[src/rtl/barrel_normalizer.sv]
// barrel_normalizer: two-stage valid/ready normalizer returning shift amount and normalized word
module barrel_normalizer #(
  parameter int DATA_LENGTH = 8,
  localparam int SW = $clog2(DATA_LENGTH)
) (
  input  logic                   clk,
  input  logic                   rst_n,
  input  logic                   in_valid,
  output logic                   in_ready,
  input  logic [DATA_LENGTH-1:0] data_in,
  input  logic                   arith,
  output logic                   out_valid,
  input  logic                   out_ready,
  output logic [DATA_LENGTH-1:0] data_out,
  output logic [SW-1:0]          sa_out,
  output logic                   zero_out
);
  logic                   s1_valid_q, s1_valid_d, s2_valid_q, s2_valid_d;
  logic                   s1_arith_q, s1_arith_d, zero_q, zero_d;
  logic [DATA_LENGTH-1:0] s1_data_q, s1_data_d, data_out_q, data_out_d;
  logic [SW-1:0]          sa_q, sa_d;
  logic [DATA_LENGTH-1:0] lead;
  logic [SW-1:0]          cnt;
  logic                   s1_load, s2_load;
  assign s2_load   = s1_valid_q && (!s2_valid_q || out_ready);
  assign in_ready  = !s1_valid_q || s2_load;
  assign s1_load   = in_valid && in_ready;
  assign out_valid = s2_valid_q;
  assign data_out  = data_out_q;
  assign sa_out    = sa_q;
  assign zero_out  = zero_q;
  // signed mode turns redundant sign bits into leading zeros, minus the sign itself; count saturates
  always_comb begin
    lead = s1_arith_q ? (s1_data_q ^ {DATA_LENGTH{s1_data_q[DATA_LENGTH-1]}}) << 1 : s1_data_q;
    cnt  = SW'(DATA_LENGTH - 1);
    for (int i = 0; i < DATA_LENGTH; i++) if (lead[i]) cnt = SW'(DATA_LENGTH - 1 - i);
  end
  // next-state for both pipeline stages; stage 2 may refill in the same cycle it drains
  always_comb begin
    s1_valid_d = s1_load ? 1'b1 : (s2_load ? 1'b0 : s1_valid_q);
    s1_data_d  = s1_load ? data_in : s1_data_q;
    s1_arith_d = s1_load ? arith : s1_arith_q;
    s2_valid_d = s2_load ? 1'b1 : (out_ready ? 1'b0 : s2_valid_q);
    data_out_d = s2_load ? s1_data_q << cnt : data_out_q;
    sa_d       = s2_load ? cnt : sa_q;
    zero_d     = s2_load ? (s1_data_q == '0) || (s1_arith_q && (&s1_data_q)) : zero_q;
  end
  // pipeline registers, cleared by synchronous reset
  always_ff @(posedge clk) begin
    if (!rst_n) begin
      s1_valid_q <= 1'b0;
      s1_data_q  <= '0;
      s1_arith_q <= 1'b0;
      s2_valid_q <= 1'b0;
      data_out_q <= '0;
      sa_q       <= '0;
      zero_q     <= 1'b0;
    end else begin
      s1_valid_q <= s1_valid_d;
      s1_data_q  <= s1_data_d;
      s1_arith_q <= s1_arith_d;
      s2_valid_q <= s2_valid_d;
      data_out_q <= data_out_d;
      sa_q       <= sa_d;
      zero_q     <= zero_d;
    end
  end
endmodule

[config.mk]
export PLATFORM = sky130hd
export DESIGN_NAME = barrel_normalizer
export DESIGN_NICKNAME = d
export VERILOG_FILES = /design/src/rtl/barrel_normalizer.sv
export SDC_FILE = /design/constraint.sdc
export NUM_CORES = 1
export LEC_CHECK = 0
export CAP_MARGIN = 0
export CELL_PAD_IN_SITES_DETAIL_PLACEMENT = 0
export CELL_PAD_IN_SITES_GLOBAL_PLACEMENT = 1
export CORE_ASPECT_RATIO = 1.75
export CORE_MARGIN = 2
export CORE_UTILIZATION = 35
export DETAILED_ROUTE_END_ITERATION = 6
export PLACE_DENSITY = 0.81
export RECOVER_POWER = 25
export SYNTH_ARGS = -nofsm -noshare
export SYNTH_HDL_FRONTEND = slang
export SYNTH_SLANG_ARGS = --single-unit
[constraint.sdc]
create_clock -name clk -period 2.8 [get_ports clk]
set_clock_uncertainty 0.15 [all_clocks]
set_input_delay 0.56 -clock clk [delete_from_list [all_inputs] [get_ports clk]]
set_output_delay 0.56 -clock clk [all_outputs]
set_load 0.005 [all_outputs]
# Word-level counts from Yosys, hierarchy flattened
# Index checks and enable logic that the tools add are counted.
# Widths: inputs -> output; s select.
# word_totals
romBits	0
mem_count	0
ram_bits	0
output_inout_bits	14
latchBits	0
ff_bits	23
wordCells	33
# classes
bitwise	1
n_mux	12
n_div	0
n_addsub	0
reduce_logical	12
n_eq_ne	0
shifts	1
magnitude_cmp	0
n_mul	0
# op_table
operator	count
$mux 3	5
$logic_not 8->1	1
$mux 8	1
$reduce_and 8->1	1
$shl 8x3->8	1
$xor 7x7->7	1
$mux 1	5
$reduce_bool 2->1	2
$logic_and 1x1->1	3
$logic_or 1x1->1	3
$logic_not 1->1	2
$mux 2	1

# Longest topological paths before layout
# logic_depth
depth_word	10
ltp_mapped	11
mapped_depth_nobuf	9

# Worst setup path after synthesis
# No wires, ideal clock.
# synth_path
kind	register to register
from	reg s1_data_q[7]
to	reg data_out_q[7], in the netlist data_out[7]
setup_slack_ps	334
t_arrival_ps	2237
period_less_slack_ps	2466
path_stages_with_launch	12
path_cell_list	dfxtp_1 -> buf_4 -> inv_1 -> ha_1 -> mux2i_1 -> o31ai_1 -> or2_4 -> nor2_4 -> buf_8 -> mux2i_1 -> a221o_1 -> a22oi_1
# synth_between
elab_chain_cells	10
# synth_rtl
element	line_no	rtl
start: declaration	20	logic [DATA_LENGTH-1:0] s1_data_q, s1_data_d, data_out_q, data_out_d;
start signal: assignment	60	s1_data_q <= s1_data_d;
$xor 7x7->7	34	lead = s1_arith_q ? (s1_data_q ^ {DATA_LENGTH{s1_data_q[DATA_LENGTH-1]}}) << 1 : s1_data_q;
$mux 8	34	
$mux 1	36	for (int i = 0; i < DATA_LENGTH; i++) if (lead[i]) cnt = SW'(DATA_LENGTH - 1 - i);
$mux 2	36	
$mux 3 (5 in a row)	36	
$shl 8x3->8 (*)	44	data_out_d = s2_load ? s1_data_q << cnt : data_out_q;
end signal: assignment	63	data_out_q <= data_out_d;
end: declaration	20	
# Mark *: on every way between the ends. The rest lies on a longest branch, timed or not.
# A chain may end at the register's enable or synchronous reset.

# Final worst setup path
# layout_path
from	reg s1_arith_q
to	reg data_out_q[7], in the netlist data_out[7]
# layout_between
elab_chain_cells	9
# layout_rtl
element	line_no	rtl
start: declaration	19	logic s1_arith_q, s1_arith_d, zero_q, zero_d;
start signal: assignment	61	s1_arith_q <= s1_arith_d;
$mux 8 (*)	34	
$mux 1	36	
$mux 2	36	
$mux 3 (4 in a row)	36	
$mux 3 (*)	36	
$shl 8x3->8 (*)	44	
# Marked as above.

==> impl_metrics.py <==
metrics = {
    "outcome": {
        "status": "finished clean",
    },
    "clocking": {
        "worstSkewPairLatency_ps": 280,
        "cts_tree": "yes",
        "postCtsHoldBufs": 0,
        "numCtsBuffers": 3,
        "clk_pin_slew_ps": 90,
        "post_cts_buffers": 0,
        "cts-root-buf": "clkbuf_8",
        "cts.sinks": 23,
        "cts_resized": 0,
        "h-tree-depth": 1,
        "cts_buffer_depth": 2,
    },
    "worst_setup_path": {
        "cp.arrival_ps": 2600,
        "cp_cell_sequence": "or4b_1 > and3_4 > a31oi_4 > nor2_4 > mux2i_1 > a221o_1 > a22oi_1",
        "crit_slowest_cell": "dfxtp_1",
        "startpoint_type": "flip-flop",
        "critPathMaxStageDelay_ps": 660,
        "crit_fanout": 20,
        "cp-end-kind": "flip-flop",
        "path_class": "reg2reg",
        "critPathRequiredTime_ps": 2860,
        "r2r_cells": 7,
    },
    "cells_and_area": {
        "syn2layout_area_growth_pct": 21.7,
        "postLayoutCellArea_mm2": 0.00185,
        "final_nets": 224,
        "fin_util_pct": 44.6,
        "num_antenna_cells": 0,
        "drive_gt1_share_pct": 10.6,
    },
    "sta": {
        "clock.fmax_mhz": 393,
        "timing.max_slew.rel_slack_pct": 50.2,
        "setup_viol": 0,
        "tns_ps": 0,
        "grt_setup_unrepaired": "no",
        "min_period_over_period_pct": 90.8,
        "slew_violations": 0,
        "hold_viol": 0,
        "fin_crit_ps": 2540,
        "setup_ws_ps": 259,
        "worstMarginPinSlew_ps": 746,
    },
    "floorplan": {
        "ios": 27,
        "die_width_um": 53.9,
        "die_h_um": 91.3,
        "rows": 31,
        "start_util_pct": 36.7,
        "dieArea_mm2": 0.00491,
        "coreArea_mm2": 0.00415,
    },
    "place": {
        "dp_hpwl_um": 2700,
        "port_buffers": 26,
        "gp_congestion": 0.899,
        "dpl_cell_area_mm2": 0.00181,
        "post-place-ws_ps": 269,
    },
    "global_route": {
        "grt_usage_pct": 16.9,
        "grt_pass1_wl_um": 6220,
        "antenna_found_initial": 0,
        "grt_max_degree": 22,
        "overflow": 0,
        "grt_pass1_vias": 1304,
    },
    "synth": {
        "yosys_warnings": 0,
        "syn_area_mm2": 0.00152,
        "async_reset_ff_share_pct": 0,
        "synth_top_cell_by_area": "dfxtp_1",
        "avgSynthCellArea_um2": 8.23,
        "yosysUniqueCellTypes": 55,
        "synth_fp_nets": 200,
        "synth_edf_count": 0,
        "synth_common_cells": "nand2_1, dfxtp_1, nand3_1, a21boi_0, nor2_1",
        "ys.flop_type": "dfxtp_1",
        "synth.most_common_cell": "nand2_1",
        "ys_seq_area_share_pct": 30.2,
        "yosysTopAreaCellShare_pct": 30.2,
        "synthTopCellsByArea": "dfxtp_1, nand2_1, a21boi_0",
        "syn_inst": 185,
        "ys_ff_latch": 23,
    },
    "detailed_routing": {
        "routedWlPerCell_um": 13.9,
        "drt-pass1-iter-count": 4,
        "num_vias": 1394,
        "vias_per_cell": 5.42,
        "drt_wl_total_um": 3570,
        "drtIter0Drc": 33,
        "drtAntennaViolNets": 0,
        "drc_errors": 0,
    },
    "min_path": {
        "hp-class": "reg2reg",
        "holdPathStages": 2,
    },
    "pwr": {
        "p_per_area_mw_per_mm2": 438,
        "worst_ir_drop_vdd_uv": 307,
        "leakage_uw": 0.000696,
    },
    "job": {
        "cap_violations": 0,
    },
}
## per-layer routing
layer / GRT usage [%] / part of all wire [%] / vias to the layer above
li1: - / - / 716
met1: 19.0 / 40 / 637
met2: 28.6 / 54 / 34
met3: 2.14 / 3.1 / 7
met4: 10.3 / 3.1 / 0
met5: 0 / 0 / -
## layout by cell type (no fill, tap or decap), types with 2 or more instances in the layout
cell type        count
nor2_1               9
a21oi_1              4
a21boi_1             4
and2_1               2
buf_4                8
dlygate4sd3_1        7
mux2i_1              6
ha_1                 2
clkbuf_8             3
o21ai_0              4
a31oi_1              4
dfxtp_1             23
nor2b_1              6
a22oi_1              3
o21ai_1              2
nand2b_1             3
a21boi_0            10
clkdlybuf4s50_1     19
nand2_1             27
inv_1                4
nand3_1             13
o21a_1               2
nor3_1               3
a211oi_1             2
nand4_1              5
o31ai_1              3
## worst max-delay path, delay by kind of cell (launching register included)
kind / cells / cell delay [ps]
simple gates: 3 / 830
mux: 1 / 150
flops: 1 / 660
compound gates: 3 / 680
## layout make-up
type | instances | area [um^2]
clock inverters | 1 | 5.00
multi-input cells | 142 | 946
flip-flops and latches | 23 | 460
inverters | 4 | 15.0
well taps | 49 | 61.3
clock buffers | 3 | 41.3
fillers | 417 | 2300
repair buffers | 35 | 324
## logic make-up (layout without fill, tap and decap cells)
family | Yosys count | after routing | synth area share, %
AOI/OAI and AO/OA | 52 | 52 | 26.8
adders and majority gates | 2 | 2 | 1.64
DFF | 23 | 23 | 30.2
and+or+nand+nor | 81 | 81 | 28.8
muxes | 7 | 7 | 4.93
buffers and inverters | 20 | 43 | 7.64
## stage by stage
step | instances | hold slack (ps) | total power (uW)
floorplan | 185 | 297 | 537
global placement | 253 | 291 | 601
detailed placement | 253 | 297 | 602
CTS | 257 | 310 | 822
global route | 257 | 320 | 860
finish | 257 | 304 | 811
## power by group
part / internal, uW / switching [uW]
clock: 100 / 121
sequential: 345 / 21.7
combinational: 110 / 114
total: 555 / 256
## state kept, by name, summed over array words and instances, names as in the netlist
register    flops
data_out        8
s1_data_q       8
sa_out          3
out_valid       1
s1_arith_q      1
s1_valid_q      1
zero_out        1
## final timing paths
path                             startpoint     endpoint  slack, ps
worst min register to register  data_out[1]  data_out[1]        300
worst min-delay path            data_out[1]  data_out[1]        300
worst max register to register   s1_arith_q  data_out[7]        260
worst max-delay path             s1_arith_q  data_out[7]        260
No activity file was read; power rests on OpenSTA's default activity.
